`config.mk`:
```
export PLATFORM = sky130hd
export DESIGN_NAME = alu_exec_stage
export DESIGN_NICKNAME = d
export VERILOG_FILES = /design/src/rtl/alu_defs.sv /design/src/rtl/alu_exec_stage_mul_iter.sv /design/src/rtl/alu_exec_stage.sv
export SDC_FILE = /design/constraint.sdc
export NUM_CORES = 1
export LEC_CHECK = 0
export CAP_MARGIN = 20
export CORE_ASPECT_RATIO = 1.2
export CORE_MARGIN = 4
export CORE_UTILIZATION = 40
export CTS_CLUSTER_SIZE = 20
export DETAILED_ROUTE_END_ITERATION = 16
export MAX_ROUTING_LAYER = met4
export PLACE_DENSITY_LB_ADDON = 0.2
export SLEW_MARGIN = 10
export SYNTH_ARGS = -nofsm -noshare
export SYNTH_HDL_FRONTEND = slang
export SYNTH_SLANG_ARGS = --single-unit
```
`constraint.sdc`:
```
create_clock -name clk -period 7.55 [get_ports clk]
set_clock_uncertainty 0.2 [all_clocks]
set_input_delay 1.51 -clock clk [delete_from_list [all_inputs] [get_ports clk]]
set_output_delay 1.51 -clock clk [all_outputs]
set_load 0.01 [all_outputs]
```
`src/rtl/alu_defs.sv`:
```
// Shared definitions for the ALU execute stage.
// Opcodes, FSM state encodings and datapath defaults.
package alu_defs;

  localparam int WIDTH_DEF = 32;
  localparam int SHAMT_W   = 5;

  localparam logic [3:0] OP_ADD   = 4'b0000;
  localparam logic [3:0] OP_SUB   = 4'b0001;
  localparam logic [3:0] OP_AND   = 4'b0010;
  localparam logic [3:0] OP_OR    = 4'b0011;
  localparam logic [3:0] OP_XOR   = 4'b0100;
  localparam logic [3:0] OP_SLL   = 4'b0101;
  localparam logic [3:0] OP_SRL   = 4'b0110;
  localparam logic [3:0] OP_SRA   = 4'b0111;
  localparam logic [3:0] OP_SLT   = 4'b1000;
  localparam logic [3:0] OP_SLTU  = 4'b1001;
  localparam logic [3:0] OP_MUL   = 4'b1010;
  localparam logic [3:0] OP_PASSB = 4'b1011;

  typedef enum logic [1:0] {
    S_IDLE = 2'd0,
    S_MUL  = 2'd1,
    S_DONE = 2'd2
  } state_e;

endpackage

```
`src/rtl/alu_exec_stage_mul_iter.sv`:
```
// Iterative shift-add multiplier, one partial product per edge.
// done is asserted during the cycle whose edge completes the last iteration.
module mul_iter
  import alu_defs::*;
#(
  parameter int WIDTH = WIDTH_DEF,
  parameter int ITER  = WIDTH
) (
  input  logic             clk,
  input  logic             reset,
  input  logic             start,
  input  logic [WIDTH-1:0] a,
  input  logic [WIDTH-1:0] b,
  output logic             done,
  output logic [WIDTH-1:0] product
);

  localparam int CW = (ITER > 1) ? $clog2(ITER) : 1;
  localparam logic [CW-1:0] LAST = CW'(ITER - 1);

  logic [WIDTH-1:0] mcand;
  logic [WIDTH-1:0] mplier;
  logic [WIDTH-1:0] acc;
  logic [WIDTH-1:0] acc_nxt;
  logic [CW-1:0]    cnt;
  logic             running;

  assign acc_nxt = acc + (mplier[0] ? mcand : '0);
  assign product = acc_nxt;
  assign done    = running && (cnt == LAST);

  always_ff @(posedge clk or posedge reset) begin
    if (reset) begin
      mcand   <= '0;
      mplier  <= '0;
      acc     <= '0;
      cnt     <= '0;
      running <= 1'b0;
    end else if (start) begin
      mcand   <= a;
      mplier  <= b;
      acc     <= '0;
      cnt     <= '0;
      running <= 1'b1;
    end else if (running) begin
      acc    <= acc_nxt;
      mcand  <= mcand << 1;
      mplier <= mplier >> 1;
      cnt    <= cnt + 1'b1;
      if (done) begin
        running <= 1'b0;
      end
    end
  end

endmodule

```
`src/rtl/alu_exec_stage.sv`:
```
// ALU execute stage: valid/ready handshake, single-cycle ops
// and an iterative multiplier behind an IDLE/MUL/DONE FSM.
module alu_exec_stage
  import alu_defs::*;
#(
  parameter int WIDTH    = WIDTH_DEF,
  parameter int MUL_ITER = WIDTH
) (
  input  logic             clk,
  input  logic             reset,
  input  logic             in_valid,
  output logic             in_ready,
  input  logic [3:0]       alu_op,
  input  logic [WIDTH-1:0] in_A,
  input  logic [WIDTH-1:0] in_B,
  output logic             out_valid,
  input  logic             out_ready,
  output logic [WIDTH-1:0] result,
  output logic             zero,
  output logic             overflow,
  output logic             busy
);

  state_e state_q;
  state_e state_d;

  logic             accept;
  logic             is_mul;
  logic             mul_start;
  logic             mul_done;
  logic [WIDTH-1:0] mul_prod;

  logic [WIDTH-1:0]   res_c;
  logic               ovf_c;
  logic [WIDTH-1:0]   sum;
  logic [WIDTH-1:0]   diff;
  logic [SHAMT_W-1:0] sa;

  logic [WIDTH-1:0] result_q;
  logic             zero_q;
  logic             ovf_q;

  assign accept    = in_valid && in_ready;
  assign is_mul    = (alu_op == OP_MUL);
  assign mul_start = accept && is_mul;

  assign sum  = in_A + in_B;
  assign diff = in_A - in_B;
  assign sa   = in_B[SHAMT_W-1:0];

  always_comb begin
    res_c = '0;
    ovf_c = 1'b0;
    unique case (alu_op)
      OP_ADD: begin
        res_c = sum;
        ovf_c = (in_A[WIDTH-1] == in_B[WIDTH-1]) &&
                (sum[WIDTH-1] != in_A[WIDTH-1]);
      end
      OP_SUB: begin
        res_c = diff;
        ovf_c = (in_A[WIDTH-1] != in_B[WIDTH-1]) &&
                (diff[WIDTH-1] != in_A[WIDTH-1]);
      end
      OP_AND:   res_c = in_A & in_B;
      OP_OR:    res_c = in_A | in_B;
      OP_XOR:   res_c = in_A ^ in_B;
      OP_SLL:   res_c = in_A << sa;
      OP_SRL:   res_c = in_A >> sa;
      OP_SRA:   res_c = $signed(in_A) >>> sa;
      OP_SLT: begin
        res_c[0] = $signed(in_A) < $signed(in_B);
      end
      OP_SLTU: begin
        res_c[0] = in_A < in_B;
      end
      OP_PASSB: res_c = in_B;
      default:  res_c = '0;
    endcase
  end

  mul_iter #(
    .WIDTH (WIDTH),
    .ITER  (MUL_ITER)
  ) u_mul (
    .clk     (clk),
    .reset   (reset),
    .start   (mul_start),
    .a       (in_A),
    .b       (in_B),
    .done    (mul_done),
    .product (mul_prod)
  );

  always_ff @(posedge clk or posedge reset) begin
    if (reset) begin
      state_q <= S_IDLE;
    end else begin
      state_q <= state_d;
    end
  end

  always_comb begin
    state_d = state_q;
    unique case (state_q)
      S_IDLE, S_DONE: begin
        if (accept) begin
          state_d = is_mul ? S_MUL : S_DONE;
        end else if (state_q == S_DONE && out_ready) begin
          state_d = S_IDLE;
        end
      end
      S_MUL: begin
        if (mul_done) begin
          state_d = S_DONE;
        end
      end
      default: state_d = S_IDLE;
    endcase
  end

  always_comb begin
    in_ready  = 1'b0;
    out_valid = 1'b0;
    busy      = 1'b0;
    unique case (state_q)
      S_IDLE: in_ready = 1'b1;
      S_MUL:  busy = 1'b1;
      S_DONE: begin
        out_valid = 1'b1;
        in_ready  = out_ready;
      end
      default: in_ready = 1'b0;
    endcase
  end

  // Result flags are registered so they hold through a stalled DONE.
  always_ff @(posedge clk or posedge reset) begin
    if (reset) begin
      result_q <= '0;
      zero_q   <= 1'b0;
      ovf_q    <= 1'b0;
    end else if (accept && !is_mul) begin
      result_q <= res_c;
      zero_q   <= (res_c == '0);
      ovf_q    <= ovf_c;
    end else if (mul_done) begin
      result_q <= mul_prod;
      zero_q   <= (mul_prod == '0);
      ovf_q    <= 1'b0;
    end
  end

  assign result   = result_q;
  assign zero     = zero_q;
  assign overflow = ovf_q;

endmodule

```
Word-level counts from Yosys, hierarchy flattened
Cells that the tools add are included.
- output and inout bits: 37
- word-level logic and storage cells: 86
- flip-flop bits (word level): 138
- shifts and indexed selects: 3
- muxes and demuxes: 29
- reductions and logical operators: 16
- add/sub/neg operators: 4
- bitwise logic cells: 3
- equal/unequal tests: 20
- order comparisons: 2
- operators with widths (kind ; number):
    $mux 32 ; 9
    $pmux 31 s9 ; 1
    $add 32x32->32 ; 2
    $logic_not 32->1 ; 2
    $lt 32x32->1 ; 2
    $and 32x32->32 ; 1
    $or 32x32->32 ; 1
    $shl 32x5->32 ; 1
    $shr 32x5->32 ; 1
    $sshr 32x5->32 ; 1
    $sub 32x32->32 ; 1
    $xor 32x32->32 ; 1
    $eq 4x3->1 const B ; 4
    $eq 4x4->1 const B ; 4
    $pmux 1 s11 ; 1
    $mux 5 ; 2
    $mux 1 ; 9
    $eq 4x2->1 const B ; 2
    $mux 2 ; 4
    $logic_and 1x1->1 ; 7
    $add 5x1->5 const B ; 1
    $eq 5x5->1 const B ; 1
    $eq 4x1->1 const B ; 1
    $logic_not 4->1 ; 1
    other kinds (13) ; 17

Logic depth before layout (Yosys ltp)
- word-level depth: 5
- gate-level depth with buffers: 18

Hierarchy
From an unflattened synthesis, not the netlist that was laid out.
- cells, all modules: 2303
- area, all modules: 18112.4 um^2
- modules (own cells, without submodules) (module ; cells each ; seq. area each (um^2) ; instances ; area each (um^2)):
    alu_exec_stage ; 1627 ; 900.9 ; 1 ; 11821.3
    mul_iter ; 676 ; 2552.4 ; 1 ; 6291.0

Least setup slack after synthesis
No wires, ideal clock.
- path type: input-to-reg
- from: input in_B[3]
- to: register zero_q (netlist: zero)
- arrival time: 5.463 ns
- path slack: 1.792 ns
- path buffers: 3
- setup time: 0.095 ns
- cell stages on the path: 16
- path through: inv_1 > clkbuf_1 > clkbuf_1 > clkbuf_1 > ha_1 > and3_1 > a221o_1 > a311oi_4 > o21ai_0 > or4_1 > nor4_1 > nand4_1 > nor4_1 > nand4_1 > o31a_1 > o31ai_1
- longest elaborated chain between the ends: 4
- elaborated cells between the ends (all ways): 14
- classes of those cells: add/sub: 2; order compare: 2; shift: 3; mux: 3; bitwise: 3; reduce/logical: 1
- RTL lines (what ; RTL line ; RTL):
    start: declaration ; alu_exec_stage.sv:15 ; input logic [WIDTH-1:0] in_B,
    $sub 32x32->32 (tied with other cells) ; alu_exec_stage.sv:48 ; assign diff = in_A - in_B;
    $pmux 31 s9 or $pmux 1 s11 (tied branches) ; alu_exec_stage.sv:54 ; unique case (alu_op)
    $logic_not 32->1 * ; alu_exec_stage.sv:145 ; zero_q <= (res_c == '0);
    $mux 1 * ; alu_exec_stage.sv:143 ; end else if (accept && !is_mul) begin
    end signal: assignment ; alu_exec_stage.sv:145 ;
    end signal: assignment ; alu_exec_stage.sv:149 ; zero_q <= (mul_prod == '0);
    end: declaration ; alu_exec_stage.sv:40 ; logic zero_q;
Mark *: on every way between the ends. The rest lies on a longest branch, timed or not.
A chain may end at the register's enable or synchronous reset.

Worst setup path after layout
- from: input in_A[10]
- to: register zero_q (netlist: zero)
- longest elaborated chain between the ends: 4
- elaborated cells between the ends (all ways): 14
- classes of those cells: add/sub: 2; order compare: 2; shift: 3; mux: 3; bitwise: 3; reduce/logical: 1
- RTL lines (what ; RTL line ; RTL):
    start: declaration ; alu_exec_stage.sv:14 ; input logic [WIDTH-1:0] in_A,
    $sub 32x32->32 (tied with other cells) ; alu_exec_stage.sv:48 ;
    $pmux 31 s9 or $pmux 1 s11 (tied branches) ; alu_exec_stage.sv:54 ;
    $logic_not 32->1 * ; alu_exec_stage.sv:145 ;
    $mux 1 * ; alu_exec_stage.sv:143 ;
Marked as above.

==> impl_metrics.json <==
{
  "outcome": "finished, final reports clean",
  "ys_seq_area_frac": 0.1903,
  "start_util": 0.4043,
  "ant_nets": 0,
  "port_buffers": 108,
  "synth_cell_types": 97,
  "cts_sinks": 138,
  "max_stage_delay_ps": 860,
  "cellPowerDensity_nw_per_um2": 245.3,
  "stdcell_area_um2": 20540,
  "synth_fp_nets": 2515,
  "r2r_slack_ps": 2260,
  "dieHeight_um": 241.3,
  "clock_path_buffers": 2,
  "cts.clk_slew.worst_paths_ps": 70,
  "fin_crit_sh": 0.8645,
  "area_delta_synth_final_pct": 13.17,
  "grt_use_total": 0.3730,
  "reg2reg_to": "zero",
  "fmax_mhz": 153.2,
  "antenna_found_initial": 2,
  "worstHoldStart": "u_mul.mplier[31]",
  "yosys_most_used_dff": "dfrtp_1",
  "ir_drop_mv": 0.1822,
  "gp_congestion": 1.092,
  "coreArea_um2": 44880,
  "clk_latency_ps": 510,
  "io-pin-count": 109,
  "layout-drive-gt1-share": 0.1101,
  "final_common_cell": "nand2_1",
  "cp_slowest_cell": "clkdlybuf4s50_1",
  "die-width_um": 202.4,
  "start_kind": "input pin",
  "ys_ff_latch": 138,
  "min_to": "u_mul.mplier[31]",
  "p_leak_nw": 8.753,
  "rows": 85,
  "maxCapViolCount": 0,
  "synthArstFlopShare": 1.000,
  "cp_max_fo": 14,
  "cts_tree": "built",
  "rsz0062_at_grt": "false",
  "drc": 0,
  "cp_common_cell": "o21ai_0",
  "grt_pass1_wl_mm": 130.8,
  "slew_headroom": 0.3441,
  "firstDrtPassIters": 6,
  "cp.required_ps": 7750,
  "whs_path_depth": 2,
  "grt_pass1_vias": 18785,
  "wl_per_cell_um": 30.52,
  "synth_edf_count": 0,
  "htree_num_levels": 4,
  "hold_path_class": "register to register",
  "dieArea_um2": 48850,
  "syn-instance-count": 2310,
  "grt_overflow_total": 0,
  "cts_repair_resize_count": 0,
  "tightest_slew_ps": 977.9,
  "rr_worst_depth": 14,
  "final_cell_mix": "251 x nand2_1, 198 x nor2_1, 172 x o21ai_0, 165 x a21oi_1, 150 x mux2i_1",
  "arrival_ps": 6720,
  "crit_type": "input pin to register",
  "nFillCells": 4635,
  "period_needed_ps": 6527,
  "cts_hold_buf": 0,
  "cts_root_buf": "clkbuf_16",
  "grt_max_degree": 97,
  "numCtsBuffers": 17,
  "crit_path_cell_trace": "clkdlybuf4s50_1 -> inv_1 -> ha_1 -> nor4_1 -> o21ai_0 -> a31oi_1 -> or4b_1 -> o211a_1 -> o21ai_0 -> a2111oi_0 -> o21ai_0 -> a2111oi_2 -> nand4_1 -> o31a_1 -> o31ai_1",
  "endpoint_kind": "register",
  "dp_hpwl_mm": 71.06,
  "final.setup.tns_ps": 0,
  "via_count": 19451,
  "routed_wirelength_mm": 90.72,
  "maxSlewViolCount": 0,
  "worstReg2RegStart": "u_mul.mplier[0]",
  "setup_viol": 0,
  "postCtsSetupRepairBufs": 0,
  "nets": 2554,
  "synth_area_um2": 18150,
  "vias_per_cell": 6.545,
  "drt_iter0_markers": 2016,
  "hold_violations": 0,
  "place_area_um2": 19940,
  "avgSynthCellArea_um2": 7.856,
  "yosysWarnings": 0
}
-- state kept, by name, summed over array words and instances, names as in the netlist, 2 cells and up --
signal,cells
u_mul.acc,32
state_q,2
u_mul.mcand,32
result,32
u_mul.mplier,32
u_mul.cnt,5
-- stage by stage --
stage | utilization | setup slack [ps] | hold WS [ps] | cells | total power [mW]
2_1_floorplan | - | 1792 | 268.6 | 2310 | 3.178
3_3_place_gp | 0.4442 | 625.9 | 293.0 | 2937 | 4.069
3_5_place_dp | 0.4442 | 561.9 | 306.0 | 2937 | 4.106
4_1_cts | 0.4573 | 1045 | 321.1 | 2969 | 5.026
5_1_grt | 0.4575 | 728.7 | 355.7 | 2971 | 5.374
6_report | 0.4576 | 1023 | 315.6 | 2972 | 5.038
-- final cells by class --
| type | instances | area, µm² | share of cell area |
|---|---|---|---|
| multi-input combinational | 1889 | 13570 | 0.6610 |
| clock buffer | 18 | 429.2 | 0.02090 |
| timing repair buffer | 201 | 1764 | 0.08590 |
| tap | 609 | 762.0 | 0.03710 |
| antenna | 1 | 2.502 | 0.0001218 |
| inverter | 102 | 387.9 | 0.01889 |
| sequential | 138 | 3457 | 0.1683 |
| clock inverter | 14 | 160.2 | 0.007798 |
-- per-layer routing --
layer  global-route usage  wire length (µm)  share of wire  up-vias
met2               0.6024             42290           0.47     1032
met1               0.4464             35560           0.39     9505
met4               0.1980              5671          0.063        0
met5                    -                 0              0        -
met3              0.06842              7191          0.079      236
li1                     -                 -              -     8678
-- cells by family after synthesis --
family / Yosys count / synth area share
AND/OR/NAND/NOR: 762 / 0.2006
multiplexers: 239 / 0.1677
buffers and inverters: 283 / 0.06460
flip-flops: 138 / 0.1903
AO/OA/AOI/OAI: 713 / 0.2635
adder cells (fa/ha/maj): 133 / 0.09294
XOR/XNOR: 42 / 0.02027
-- synthesized netlist by cell type (25+ instances only) --
master | n | area share
a21oi_1 | 165 | 0.046
xnor2_1 | 27 | 0.013
inv_1 | 100 | 0.021
mux2i_1 | 150 | 0.083
a211oi_1 | 36 | 0.015
nor2_1 | 198 | 0.041
clkbuf_1 | 127 | 0.026
nand2_1 | 251 | 0.052
o211ai_1 | 37 | 0.015
ha_1 | 130 | 0.090
mux2_2 | 37 | 0.023
nor3_1 | 42 | 0.012
o21ai_0 | 172 | 0.047
nand4_1 | 25 | 0.0086
nand3_1 | 54 | 0.015
and2_1 | 44 | 0.015
a21o_1 | 32 | 0.013
a31oi_1 | 34 | 0.012
dfrtp_1 | 138 | 0.19
buf_2 | 30 | 0.0083
mux4_2 | 47 | 0.058
and3_1 | 29 | 0.010
-- worst max-delay path by stage --
stage / start / end
after floorplan: in_B[3] / zero
after global placement: in_A[16] / zero
after detailed placement: in_A[16] / zero
after CTS: in_A[16] / zero
after global routing: in_A[10] / zero
final: in_A[10] / zero
-- power by group --
part / total [mW] / internal [mW] / switching (mW)
Sequential: 1.25 / 1.03 / 0.214
Clock: 0.905 / 0.492 / 0.413
Combinational: 2.89 / 1.14 / 1.75
-- worst max-delay path: cells and delay by family --
family                   cells  cell delay, ps
AND/OR/NAND/NOR              3             910
adder cells (fa/ha/maj)      1             510
buffers and inverters        2             970
AO/OA/AOI/OAI                9            2820
(Power assumes the default switching activity.)
